$ cat config.mk
export PLATFORM = sky130hd
export DESIGN_NAME = mioc_flop_drv_flat
export DESIGN_NICKNAME = d
export VERILOG_FILES = /design/src/rtl/mioc_flop_drv_if.sv /design/src/rtl/mioc_flop_drv.sv /design/src/flat_wrapper.sv
export SDC_FILE = /design/constraint.sdc
export NUM_CORES = 1
export LEC_CHECK = 0
export CAP_MARGIN = 20
export CORE_UTILIZATION = 55
export CTS_CLUSTER_SIZE = 40
export DETAILED_ROUTE_END_ITERATION = 6
export DONT_BUFFER_PORTS = 1
export PLACE_DENSITY = 0.81
export SYNTH_ARGS = -nofsm -noshare
export SYNTH_HDL_FRONTEND = slang
export SYNTH_SLANG_ARGS = --single-unit
$ cat constraint.sdc
create_clock -name clk -period 1.95 [get_ports clk]
set_clock_uncertainty 0.2 [all_clocks]
set_input_delay 0.585 -clock clk [delete_from_list [all_inputs] [get_ports clk]]
set_output_delay 0.585 -clock clk [all_outputs]
set_load 0.005 [all_outputs]
$ cat src/rtl/mioc_flop_drv_if.sv
// Command/response handshake between the register/control logic and the MIOC flop driver.
// The master side issues set/clear commands; the slave side (the driver) answers with pass/fail.
interface mioc_flop_drv_if #(
  parameter int ERR_W = 8
);
  logic             cmd_valid;
  logic             cmd_op;
  logic             cmd_ready;
  logic             rsp_valid;
  logic             rsp_ok;
  logic             rsp_q;
  logic [ERR_W-1:0] err_cnt;

  modport master (
    output cmd_valid, cmd_op,
    input  cmd_ready, rsp_valid, rsp_ok, rsp_q, err_cnt
  );

  modport slave (
    input  cmd_valid, cmd_op,
    output cmd_ready, rsp_valid, rsp_ok, rsp_q, err_cnt
  );
endinterface

$ cat src/rtl/mioc_flop_drv.sv
// Initiator for the MIOC set/reset flop: pulses the flop control lines for a set or clear,
// waits for the flop to settle, samples q/qbar through a synchronizer and reports pass/fail.
module mioc_flop_drv #(
  parameter int PULSE_W  = 4,
  parameter int SETTLE_W = 3,
  parameter int ERR_W    = 8
) (
  input  logic           clk,
  input  logic           rst_n,
  mioc_flop_drv_if.slave bus,
  output logic           o_flop_in1,
  output logic           o_flop_in2,
  output logic           o_flop_in3,
  output logic           o_flop_in4,
  input  logic           i_flop_q,
  input  logic           i_flop_qbar
);

  localparam int CNT_MAX = (PULSE_W > SETTLE_W) ? PULSE_W : SETTLE_W;
  localparam int CNT_W   = (CNT_MAX > 1) ? $clog2(CNT_MAX) : 1;

  localparam logic [CNT_W-1:0] PULSE_LOAD  = CNT_W'(PULSE_W - 1);
  localparam logic [CNT_W-1:0] SETTLE_LOAD = CNT_W'(SETTLE_W - 1);
  localparam logic [CNT_W-1:0] CNT_ONE     = CNT_W'(1);
  localparam logic [ERR_W-1:0] ERR_ONE     = ERR_W'(1);

  typedef enum logic [1:0] {
    ST_IDLE,
    ST_DRIVE,
    ST_SETTLE,
    ST_CHECK
  } state_t;

  state_t           r_state;
  logic [CNT_W-1:0] r_cnt;
  logic             r_op;
  logic             r_cmdReady;
  logic             r_rspValid;
  logic             r_rspOk;
  logic             r_rspQ;
  logic [ERR_W-1:0] r_errCnt;
  logic             r_in1;
  logic             r_in2;
  logic             r_in3;
  logic             r_in4;
  logic             r_qMeta;
  logic             r_qSync;
  logic             r_qbarMeta;
  logic             r_qbarSync;
  logic             w_rspOk;

  // The flop outputs are asynchronous to clk; only the second stage is ever read.
  always_ff @(posedge clk or negedge rst_n) begin
    if (!rst_n) begin
      r_qMeta    <= 1'b0;
      r_qSync    <= 1'b0;
      r_qbarMeta <= 1'b0;
      r_qbarSync <= 1'b0;
    end else begin
      r_qMeta    <= i_flop_q;
      r_qSync    <= r_qMeta;
      r_qbarMeta <= i_flop_qbar;
      r_qbarSync <= r_qbarMeta;
    end
  end

  assign w_rspOk = (r_qSync == r_op) && (r_qSync != r_qbarSync);

  // Lines go active on the accepting edge, so they stay up exactly PULSE_W cycles.
  // in3 is always written alongside in2 with the inverse value, keeping it glitch-free.
  always_ff @(posedge clk or negedge rst_n) begin
    if (!rst_n) begin
      r_state    <= ST_IDLE;
      r_cnt      <= '0;
      r_op       <= 1'b0;
      r_cmdReady <= 1'b1;
      r_rspValid <= 1'b0;
      r_rspOk    <= 1'b0;
      r_rspQ     <= 1'b0;
      r_errCnt   <= '0;
      r_in1      <= 1'b0;
      r_in2      <= 1'b0;
      r_in3      <= 1'b1;
      r_in4      <= 1'b0;
    end else begin
      case (r_state)
        ST_IDLE: begin
          r_rspValid <= 1'b0;
          if (bus.cmd_valid) begin
            r_op       <= bus.cmd_op;
            r_cnt      <= PULSE_LOAD;
            r_state    <= ST_DRIVE;
            r_cmdReady <= 1'b0;
            r_in4      <= bus.cmd_op;
            r_in1      <= ~bus.cmd_op;
            r_in2      <= ~bus.cmd_op;
            r_in3      <= bus.cmd_op;
          end
        end
        ST_DRIVE: begin
          if (r_cnt == '0) begin
            r_in1   <= 1'b0;
            r_in2   <= 1'b0;
            r_in3   <= 1'b1;
            r_in4   <= 1'b0;
            r_cnt   <= SETTLE_LOAD;
            r_state <= ST_SETTLE;
          end else begin
            r_cnt <= r_cnt - CNT_ONE;
          end
        end
        ST_SETTLE: begin
          if (r_cnt == '0) begin
            r_state    <= ST_CHECK;
            r_rspValid <= 1'b1;
            r_rspQ     <= r_qSync;
            r_rspOk    <= w_rspOk;
            if (!w_rspOk && (r_errCnt != '1)) begin
              r_errCnt <= r_errCnt + ERR_ONE;
            end
          end else begin
            r_cnt <= r_cnt - CNT_ONE;
          end
        end
        ST_CHECK: begin
          r_rspValid <= 1'b0;
          r_cmdReady <= 1'b1;
          r_state    <= ST_IDLE;
        end
        default: begin
          r_rspValid <= 1'b0;
          r_cmdReady <= 1'b1;
          r_in1      <= 1'b0;
          r_in2      <= 1'b0;
          r_in3      <= 1'b1;
          r_in4      <= 1'b0;
          r_state    <= ST_IDLE;
        end
      endcase
    end
  end

  assign bus.cmd_ready = r_cmdReady;
  assign bus.rsp_valid = r_rspValid;
  assign bus.rsp_ok    = r_rspOk;
  assign bus.rsp_q     = r_rspQ;
  assign bus.err_cnt   = r_errCnt;
  assign o_flop_in1    = r_in1;
  assign o_flop_in2    = r_in2;
  assign o_flop_in3    = r_in3;
  assign o_flop_in4    = r_in4;

endmodule

$ cat src/flat_wrapper.sv
// flat-port wrapper written by rule: the top's interface ports become plain ports
module mioc_flop_drv_flat 
#(
  parameter int PULSE_W  = 4,
  parameter int SETTLE_W = 3,
  parameter int ERR_W    = 8
)
  (clk, rst_n, o_flop_in1, o_flop_in2, o_flop_in3, o_flop_in4, i_flop_q, i_flop_qbar, bus_cmd_valid, bus_cmd_op, bus_cmd_ready, bus_rsp_valid, bus_rsp_ok, bus_rsp_q, bus_err_cnt);
  mioc_flop_drv_if #(.ERR_W(ERR_W)) bus_i ();
  input  logic clk;
  input  logic rst_n;
  output logic o_flop_in1;
  output logic o_flop_in2;
  output logic o_flop_in3;
  output logic o_flop_in4;
  input  logic i_flop_q;
  input  logic i_flop_qbar;
  input wire logic [$bits(bus_i.cmd_valid)-1:0] bus_cmd_valid;
  input wire logic [$bits(bus_i.cmd_op)-1:0] bus_cmd_op;
  output wire logic [$bits(bus_i.cmd_ready)-1:0] bus_cmd_ready;
  output wire logic [$bits(bus_i.rsp_valid)-1:0] bus_rsp_valid;
  output wire logic [$bits(bus_i.rsp_ok)-1:0] bus_rsp_ok;
  output wire logic [$bits(bus_i.rsp_q)-1:0] bus_rsp_q;
  output wire logic [$bits(bus_i.err_cnt)-1:0] bus_err_cnt;
  assign bus_i.cmd_valid = bus_cmd_valid;
  assign bus_i.cmd_op = bus_cmd_op;
  assign bus_cmd_ready = bus_i.cmd_ready;
  assign bus_rsp_valid = bus_i.rsp_valid;
  assign bus_rsp_ok = bus_i.rsp_ok;
  assign bus_rsp_q = bus_i.rsp_q;
  assign bus_err_cnt = bus_i.err_cnt;
  mioc_flop_drv #(.PULSE_W(PULSE_W), .SETTLE_W(SETTLE_W), .ERR_W(ERR_W)) u_core (.clk(clk), .rst_n(rst_n), .bus(bus_i), .o_flop_in1(o_flop_in1), .o_flop_in2(o_flop_in2), .o_flop_in3(o_flop_in3), .o_flop_in4(o_flop_in4), .i_flop_q(i_flop_q), .i_flop_qbar(i_flop_qbar));
endmodule
==> results.py <==
metrics = {
    "status": {
        "status": "complete, no violations",
    },
    "drt": {
        "via_per_inst": 5.67,
        "wl_per_cell_um": 15.0,
        "antenna_left": 0,
        "drt-total-wl_mm": 2.25,
        "drcViolationCount": 0,
        "first_pass_iters": 5,
        "drt_iter0_drc": 27,
        "via_count": 851,
    },
    "critical_path": {
        "cp.required_ns": 1.95,
        "crit_arrival_ns": 1.87,
        "critPathMaxFanout": 6,
        "worstSetupEndpointType": "register",
        "reg2reg_slack_ns": 0.08,
        "critical_path_class": "register to register",
        "crit_path_start_kind": "register",
    },
    "clocking": {
        "cts-root-buf": "clkbuf_4",
        "cts_buffers": 3,
        "cts_buffer_depth": 2,
        "htreeDepth": 1,
        "clk_pin_slew_ns": 0.12,
        "cts_tree": "done",
        "clk-insertion-delay-late_ns": 0.31,
        "clock_sinks": 24,
    },
    "grt": {
        "antenna_found_initial": 0,
        "grt_pass1_wl_mm": 3.90,
        "grt_use_total_pct": 21.6,
        "overflow": 0,
        "grt_max_degree": 25,
        "grt_pass1_vias": 868,
    },
    "finish": {
        "largest_register_ff_count": 8,
        "post-route-util_pct": 69.6,
        "drive_gt1_share_pct": 25.2,
        "finalNonFillerCells": 150,
        "diodes": 0,
        "nNetsFinal": 139,
        "area_growth_pct": 16.5,
    },
    "sta": {
        "tightest_slew_ns": 0.505,
        "fin_crit_sh_pct": 95.7,
        "hold_viol": 0,
        "setup_viol_count_final": 0,
        "relSlewSlack_pct": 66.2,
        "layout_min_cycle_time_ns": 1.87,
        "drv_slew": 0,
        "fmax_mhz": 536,
    },
    "power": {
        "ir_drop_mv": 0.852,
        "finalPower_w": 0.00195,
        "cellPowerDensity_nw_per_um2": 1400,
        "power_leakage_nw": 0.666,
    },
    "logic_synthesis": {
        "ys_seq_area_share_pct": 50.5,
        "synth_nets": 121,
        "yosysUniqueCellTypes": 32,
        "avgSynthCellArea_sq_um": 11.3,
        "syn-cell-area_sq_um": 1190,
        "ys_ff_latch": 24,
        "synth_cells": 106,
        "yosys_warnings": 0,
    },
    "floorplan": {
        "die_h_um": 48.6,
        "rows": 16,
        "die_area_sq_um": 2360,
        "die_x_um": 48.6,
        "start_util_pct": 59.7,
        "ios": 22,
        "core_area_sq_um": 2000,
    },
    "flow_run": {
        "max_cap_viol_count": 0,
    },
    "placed_design": {
        "dp_hpwl_mm": 1.57,
        "place.port_buffers": 0,
        "place_congestion": 0.785,
        "dpl.cell_count": 138,
    },
    "hold_path": {
        "worstHoldPathType": "primary input to register",
    },
}
-- cells by family after synthesis --
group / share of synthesized area, %
compound gates: 14.0
buf+inv: 4.08
simple gates: 10.7
fa+ha+maj: 9.42
xor+xnor: 2.93
mux: 8.38
flops: 50.5
-- cells in the mapped netlist (all sizes together) --
library cell  count  area share (%)
a21oi             4             1.7
xor2              2             1.5
a22o              2             1.5
nand4             2             1.0
o22ai             3             1.6
nand3             2            0.84
mux2              8             7.5
o21a              1            0.63
ha                9             9.4
nand2b            2             1.0
dfstp             2             4.4
a221o             1            0.84
and3              1            0.52
dfrtp            22              46
o211a             1            0.84
a32oi             1            0.73
xnor2             2             1.5
nand2             8             2.7
o211ai            2             1.3
a22oi             1            0.63
nor2b             2             1.3
a31oi             1            0.52
nor2              8             2.5
a221oi            1             2.2
and4              1            0.73
buf               1            0.63
mux2i             1            0.84
o21ai             4             1.7
inv              11             3.5
-- worst max-delay path, cell delays in order (launching register included) --
cell,delay [ns]
dfrtp_1,0.41
inv_2,0.10
ha_4,0.15
nand2_4,0.06
a221oi_4,0.28
and4_1,0.24
mux2_1,0.32
-- worst paths after layout --
check,to,from,depth (start not counted)
worst min register to register,u_core.r_qSync$_DFF_PN0_,u_core.r_qMeta$_DFF_PN0_,0
worst max-delay path,u_core.bus.err_cnt[4]$_DFFE_PN0P_,u_core.r_cnt[0]$_DFFE_PN0P_,6
min in group asynchronous,u_core.bus.rsp_q$_DFFE_PN0P_,rst_n,1
worst min-delay path,u_core.r_qbarMeta$_DFF_PN0_,i_flop_qbar,0
worst max register to register,u_core.bus.err_cnt[4]$_DFFE_PN0P_,u_core.r_cnt[0]$_DFFE_PN0P_,6
max in group asynchronous,u_core.o_flop_in3$_DFFE_PN1P_,rst_n,2
-- what timing repair did --
| action | 4_1_cts | 5_1_grt |
|---|---|---|
| setup endpoints to repair | 1 | 3 |
| hold buffers | 1 | 0 |
| hold endpoints to repair | 24 | 0 |
| buffers inserted | 2 | 4 |
| gates cloned | 0 | 0 |
| resized for setup | 0 | 4 |
| pin swaps | 0 | 1 |
-- final cells by class --
type,count,area [sq um]
Multi-Input combinational cell,70,573
Clock buffer,4,26.3
Fill cell,135,609
Timing Repair Buffer,14,115
Inverter,11,41.3
Sequential cell,24,603
Tap cell,27,33.8
-- layer usage --
metal	GRT usage, %	part of all wire, %	vias up
li1	-	-	406
met1	25.5	44	411
met2	37.0	49	32
met3	7.86	6.5	2
met4	5.88	0.67	0
met5	0	0	-
-- report_power, final --
group	leakage, nW	total (W)	internal, W	switching (W)
Sequential	0.294	0.000833	0.000671	0.000162
Clock	0.0150	0.000216	0.0000799	0.000136
Combinational	0.357	0.000902	0.000456	0.000446
Total	0.666	0.00195	0.00121	0.000745
-- through the flow --
step | area (sq um) | setup TNS [ns] | hold WS (ns) | worst slack (ns)
3_5_place_dp | 1280 | 0 | 0.0899 | 0.0219
2_1_floorplan | 1210 | 0 | 0.0894 | 0.0456
3_3_place_gp | 1280 | 0 | 0.0899 | 0.0673
4_1_cts | 1330 | 0 | 0.0827 | 0.0260
5_1_grt | 1390 | -0.00125 | 0.0726 | -0.00125
6_report | 1390 | 0 | 0.0880 | 0.0830
-- placed cells by master (no fill, tap or decap), types with 2 or more instances in the layout --
| cell | netlist | routed |
|---|---|---|
| dfrtp_1 | 22 | 22 |
| buf_4 | 1 | 12 |
| inv_1 | 11 | 9 |
| nor2_1 | 8 | 8 |
| nand2_1 | 7 | 7 |
| ha_1 | 9 | 7 |
| mux2_2 | 6 | 6 |
| a21oi_1 | 4 | 4 |
| o21ai_0 | 4 | 4 |
| o22ai_1 | 3 | 3 |
| clkbuf_4 | 0 | 3 |
| inv_2 | 0 | 2 |
| nand4_1 | 2 | 2 |
| nand3_1 | 2 | 2 |
| o211ai_1 | 2 | 2 |
| xnor2_1 | 2 | 2 |
| nand2b_1 | 2 | 2 |
| mux2_1 | 2 | 2 |
| a22o_1 | 2 | 2 |
| xor2_1 | 2 | 2 |
| ha_4 | 0 | 2 |
| dfstp_2 | 2 | 2 |
(Power assumes the default switching activity.)
